$ cat src/rtl/demux_1to2.sv
// -----------------------------------------------------------------------------
// demux_1to2
// Registered 1-to-2 demultiplexer for a wide data word. Each accepted word is
// steered to exactly one output channel by a single control bit, while the
// unselected channel is driven to zero. Per-channel valid strobes and
// saturating transfer counters are provided for debug visibility.
// All outputs are registered, so the latency is exactly one clock.
// -----------------------------------------------------------------------------
module demux_1to2 #(
    parameter int WIDTH = 100,
    parameter int CNT_W = 16
) (
    input  logic             clk,
    input  logic             rst_n,
    input  logic [WIDTH-1:0] data_in,
    input  logic             control,
    input  logic             in_valid,
    output logic [WIDTH-1:0] out1,
    output logic [WIDTH-1:0] out2,
    output logic             out1_valid,
    output logic             out2_valid,
    output logic [CNT_W-1:0] cnt1,
    output logic [CNT_W-1:0] cnt2
);

    // Saturating increment: holds at all-ones instead of wrapping to zero.
    function automatic logic [CNT_W-1:0] sat_inc(input logic [CNT_W-1:0] value);
        logic [CNT_W-1:0] result;
        if (value == {CNT_W{1'b1}}) begin
            result = value;
        end else begin
            result = value + CNT_W'(1'b1);
        end
        return result;
    endfunction

    // Routing decision for the current cycle
    logic             route1_s;
    logic             route2_s;

    // Next-state values for the output registers
    logic [WIDTH-1:0] out1_d_s;
    logic [WIDTH-1:0] out2_d_s;
    logic [CNT_W-1:0] cnt1_d_s;
    logic [CNT_W-1:0] cnt2_d_s;

    // Output registers
    logic [WIDTH-1:0] out1_r;
    logic [WIDTH-1:0] out2_r;
    logic             out1_valid_r;
    logic             out2_valid_r;
    logic [CNT_W-1:0] cnt1_r;
    logic [CNT_W-1:0] cnt2_r;

    // Decode which channel (if any) receives the word; control is only
    // examined when in_valid is set, so an unknown control while idle is inert.
    always_comb begin
        route1_s = 1'b0;
        route2_s = 1'b0;
        if (in_valid == 1'b1) begin
            if (control == 1'b0) begin
                route1_s = 1'b1;
                route2_s = 1'b0;
            end else begin
                route1_s = 1'b0;
                route2_s = 1'b1;
            end
        end else begin
            route1_s = 1'b0;
            route2_s = 1'b0;
        end
    end

    // Build next data words: the selected channel gets data_in, the other zero,
    // and nothing stale survives an idle cycle.
    always_comb begin
        out1_d_s = {WIDTH{1'b0}};
        out2_d_s = {WIDTH{1'b0}};
        if (route1_s == 1'b1) begin
            out1_d_s = data_in;
        end else begin
            out1_d_s = {WIDTH{1'b0}};
        end
        if (route2_s == 1'b1) begin
            out2_d_s = data_in;
        end else begin
            out2_d_s = {WIDTH{1'b0}};
        end
    end

    // Next counter values: bump the counter of the channel being routed to.
    always_comb begin
        cnt1_d_s = cnt1_r;
        cnt2_d_s = cnt2_r;
        if (route1_s == 1'b1) begin
            cnt1_d_s = sat_inc(cnt1_r);
        end else begin
            cnt1_d_s = cnt1_r;
        end
        if (route2_s == 1'b1) begin
            cnt2_d_s = sat_inc(cnt2_r);
        end else begin
            cnt2_d_s = cnt2_r;
        end
    end

    // Output and counter registers with asynchronous clear.
    always_ff @(posedge clk or negedge rst_n) begin
        if (!rst_n) begin
            out1_r       <= {WIDTH{1'b0}};
            out2_r       <= {WIDTH{1'b0}};
            out1_valid_r <= 1'b0;
            out2_valid_r <= 1'b0;
            cnt1_r       <= {CNT_W{1'b0}};
            cnt2_r       <= {CNT_W{1'b0}};
        end else begin
            out1_r       <= out1_d_s;
            out2_r       <= out2_d_s;
            out1_valid_r <= route1_s;
            out2_valid_r <= route2_s;
            cnt1_r       <= cnt1_d_s;
            cnt2_r       <= cnt2_d_s;
        end
    end

    assign out1       = out1_r;
    assign out2       = out2_r;
    assign out1_valid = out1_valid_r;
    assign out2_valid = out2_valid_r;
    assign cnt1       = cnt1_r;
    assign cnt2       = cnt2_r;

endmodule

$ cat config.mk
export PLATFORM = sky130hd
export DESIGN_NAME = demux_1to2
export DESIGN_NICKNAME = d
export VERILOG_FILES = /design/src/rtl/demux_1to2.sv
export SDC_FILE = /design/constraint.sdc
export NUM_CORES = 1
export LEC_CHECK = 0
export BUFFER_PORTS_ARGS = -buffer_cell sky130_fd_sc_hd__buf_2
export CAP_MARGIN = 25
export CELL_PAD_IN_SITES_DETAIL_PLACEMENT = 1
export CELL_PAD_IN_SITES_GLOBAL_PLACEMENT = 1
export CORE_UTILIZATION = 37
export DETAILED_ROUTE_END_ITERATION = 8
export PLACE_DENSITY = 0.87
export SLEW_MARGIN = 30
export SYNTH_ARGS = -nofsm -noshare
export SYNTH_HDL_FRONTEND = slang
export SYNTH_SLANG_ARGS = --single-unit
$ cat constraint.sdc
create_clock -name clk -period 2.1 [get_ports clk]
set_input_delay 0.21 -clock clk [delete_from_list [all_inputs] [get_ports clk]]
set_output_delay 0.21 -clock clk [all_outputs]
set_load 0.05 [all_outputs]
==> impl_metrics.csv <==
group,metric,value,unit
pwr,clkPwrFrac,38.6,%
route,via_count,6259,
pwr,comb_power_share,18.5,%
logic_synthesis,synth_common_cells,"234 x dfrtp_1, 103 x and3_1, 101 x and2_1, 33 x clkbuf_1, 18 x xnor2_1",
route,wl_per_cell,21.1,um
logic_synthesis,yosysSeqAreaShare,73.3,%
worst_setup_path,path_cells,"ha_1, nand4_2, nor3_4, nor4_2, nand3_1, xnor2_1",
logic_synthesis,synth_most_common_cell,"dfrtp_1",
worst_setup_path,reg2regPathDepth,6,
floorplanning,die_h,149,um
cts,cts.sinks,234,
timing,setup_tns,0,ns
place,dpl_cell_area,10100,um^2
logic_synthesis,ys.warnings.count,0,
place,dp_hpwl,16400,um
pwr,vdd_drop_max,691,uV
route,dr.pass1.iters,4,
route,drt_iter0_markers,164,
timing,slew_headroom,58.8,%
logic_synthesis,synth-edff-count,0,
floorplanning,die_w,149,um
timing,rsz0062_at_grt,"no",
pwr,power.total,11.6,mW
logic_synthesis,yosysTopAreaCellShare,73.3,%
pwr,intPower,8.05,mW
worst_setup_path,worst_path_largest_cell_delay,0.44,ns
run,maxCapViolations,0,
cts,numCtsBuffers,25,
layout,regArea,5860,um^2
global_route,grt_overflow,0,
logic_synthesis,syn_avg_cell_area,14.1,um^2
logic_synthesis,ys_seq_elements,234,
logic_synthesis,postSynth.topFlopCell,"dfrtp_1",
place,routabilityCongestion,0.799,
logic_synthesis,synthDistinctLibCells,33,
floorplanning,initial_core_util,37.9,%
logic_synthesis,synth_cells,565,
pwr,power_frac_seq,42.9,%
layout,fillers,2242,
global_route,grt_max_degree,68,
layout,drive_gt1_share,39.6,%
layout,area_growth,49.0,%
cts,clockBufferDepth,3,
timing,fin_crit_sh,87.1,%
worst_setup_path,reg2reg_to,"cnt2[15]$_DFFE_PN0P_",
place,numPortBuffers,337,
pwr,power.switching,3.56,mW
route,drc,0,
layout,nNetsFinal,1116,
route,finalWirelength,27500,um
route,detail-route-antenna-nets,0,
worst_setup_path,worstSetupPathType,"reg2reg",
outcome,status,"finished clean",
logic_synthesis,yosysTopAreaCell,"dfrtp_1",
route,viasPerCell,4.80,
cts,clk_latency,0.52,ns
worst_setup_path,cp_max_fo,4,
worst_setup_path,start_kind,"flop",
pwr,p_leak,6.80,nW
floorplanning,die_area,22200,um^2
cts,htree_levels,1,
floorplanning,num_rows,53,
timing,setup_viol,0,
global_route,grt_pass1_wl,41800,um
worst_setup_path,reg2reg_from,"cnt2[0]$_DFFE_PN0P_",
worst_setup_path,crit_start,"cnt2[0]$_DFFE_PN0P_",
layout,design_area,11900,um^2
worst_setup_path,worstPathArrival,2.23,ns
cts,path_clk_slew,0.06,ns
logic_synthesis,async_flop_share,100,%
layout,multi_input_area,2010,um^2
global_route,antenna_found_initial,1,
floorplanning,core_area,21100,um^2
global_route,track_usage,24.8,%
logic_synthesis,synthTopCellsByArea,"dfrtp_1 73%, and3_1 8.1%, and2_1 7.9%",
floorplanning,pin_count,338,
cts,postCtsSetupRepairBufs,0,
cts,postCtsResizedCells,0,
logic_synthesis,syn_area,7990,um^2
timing,fmax,547,MHz
timing,min_period,1.83,ns
pwr,pwr_density_cell,975,nW/um^2
cts,root_buffer,"clkbuf_16",
timing,fin_skew,0.0117,ns
worst_setup_path,crit_required,2.50,ns
hold_path,hold_path.class,"in2reg",
worst_setup_path,cp-endpoint,"cnt2[15]$_DFFE_PN0P_",
worst_setup_path,cp-end-kind,"flop",
timing,worstMarginPinSlew,0.619,ns
worst_setup_path,rrSetupSlack,0.27,ns
cts,holdBufCountCts,101,
timing,whs,0.0638,ns
logic_synthesis,syn_nets,671,
worst_setup_path,slowest_stage,"nor4_2",
worst_setup_path,path_buf_inv,0,
timing,slew_viol_final,0,
worst_setup_path,cpLargestDelayFamily,"simple AND/OR/NAND/NOR gates",
worst_setup_path,cp_num_cells,6,
global_route,grt_pass1_vias,7218,
cts,cts_tree,"yes",
timing,final-hold-violation-count,0,
pwr,p_sw_share,30.6,%
==> final cells by class <==
cell class	count	area share (%)
flip-flops and latches	234	49.2
repair buffers	451	24.0
multi-input cells	297	16.9
clock buffers	39	6.28
well taps	275	2.89
clock inverters	6	0.746
inverters	1	0.0315
diodes	1	0.0210
==> placed cells by master, fill, tap and decap left out, types with 3 or more instances in the layout <==
cell,instances
xor2_1,11
nand4_1,10
dlygate4sd3_1,101
clkbuf_16,25
buf_12,4
clkbuf_8,7
nor2_1,4
and2_1,101
nand3_1,8
and3_1,103
and4_4,3
buf_2,336
clkbuf_1,7
nor3_1,3
buf_4,9
nand2_1,11
dfrtp_1,234
xnor2_1,18
nor3_2,3
==> worst register-to-register path, cell delays in order (launching register included) <==
cell,delay (ns)
dfrtp_1,0.42
ha_1,0.27
nand4_2,0.17
nor3_4,0.08
nor4_2,0.44
nand3_1,0.17
xnor2_1,0.17
==> through the flow <==
stage	worst slack, ns	utilization [%]	instances
2_1_floorplan	0.0998	-	565
3_3_place_gp	0.403	47.7	1157
3_5_place_dp	0.256	47.7	1157
4_1_cts	0.237	56.4	1303
5_1_grt	0.100	56.5	1304
6_report	0.271	56.5	1304
==> metal layers <==
metal	vias to the layer above	part of all wire [%]	track usage (%)	wire, um
li1	2751	-	-	-
met4	0	4.1	10.5	1130
met2	263	53	44.9	14400
met1	3169	37	27.6	10200
met5	-	0	0	0
met3	76	6.3	6.21	1720
==> registers in the layout (all words and copies together), names as in the netlist <==
| signal | cells |
|---|---|
| out2 | 100 |
| cnt2 | 16 |
| cnt1 | 16 |
| out2_valid | 1 |
| out1 | 100 |
| out1_valid | 1 |
==> worst min path at each step <==
stage	startpoint	endpoint	cells after the start
6_report	control	out2_valid$_DFF_PN0_	2
5_1_grt	control	out2_valid$_DFF_PN0_	2
4_1_cts	control	out2_valid$_DFF_PN0_	2
3_5_place_dp	rst_n	out1[97]$_DFF_PN0_	1
3_3_place_gp	rst_n	out1[95]$_DFF_PN0_	1
2_1_floorplan	rst_n	cnt1[0]$_DFFE_PN0P_	0
==> power by group through the flow <==
stage	Combinational [mW]	Sequential, mW	Clock (mW)
global placement	1.92	5.01	0
finish	2.15	4.98	4.48
detailed placement	1.97	5.04	0
CTS	2.14	4.97	4.54
global route	2.25	5.01	4.75
floorplan	0.346	5.96	0
==> cell families (layout without fill, tap and decap cells) <==
logic type | Yosys count | count (layout) | synth area share, %
buf+inv | 34 | 497 | 1.60
xor+xnor | 29 | 29 | 3.18
other cells | 0 | 1 | 0
fa+ha+maj | 2 | 2 | 0.313
compound gates | 5 | 5 | 0.579
flops | 234 | 234 | 73.3
mux | 2 | 2 | 0.282
simple gates | 259 | 259 | 20.8
(Power assumes the default switching activity.)
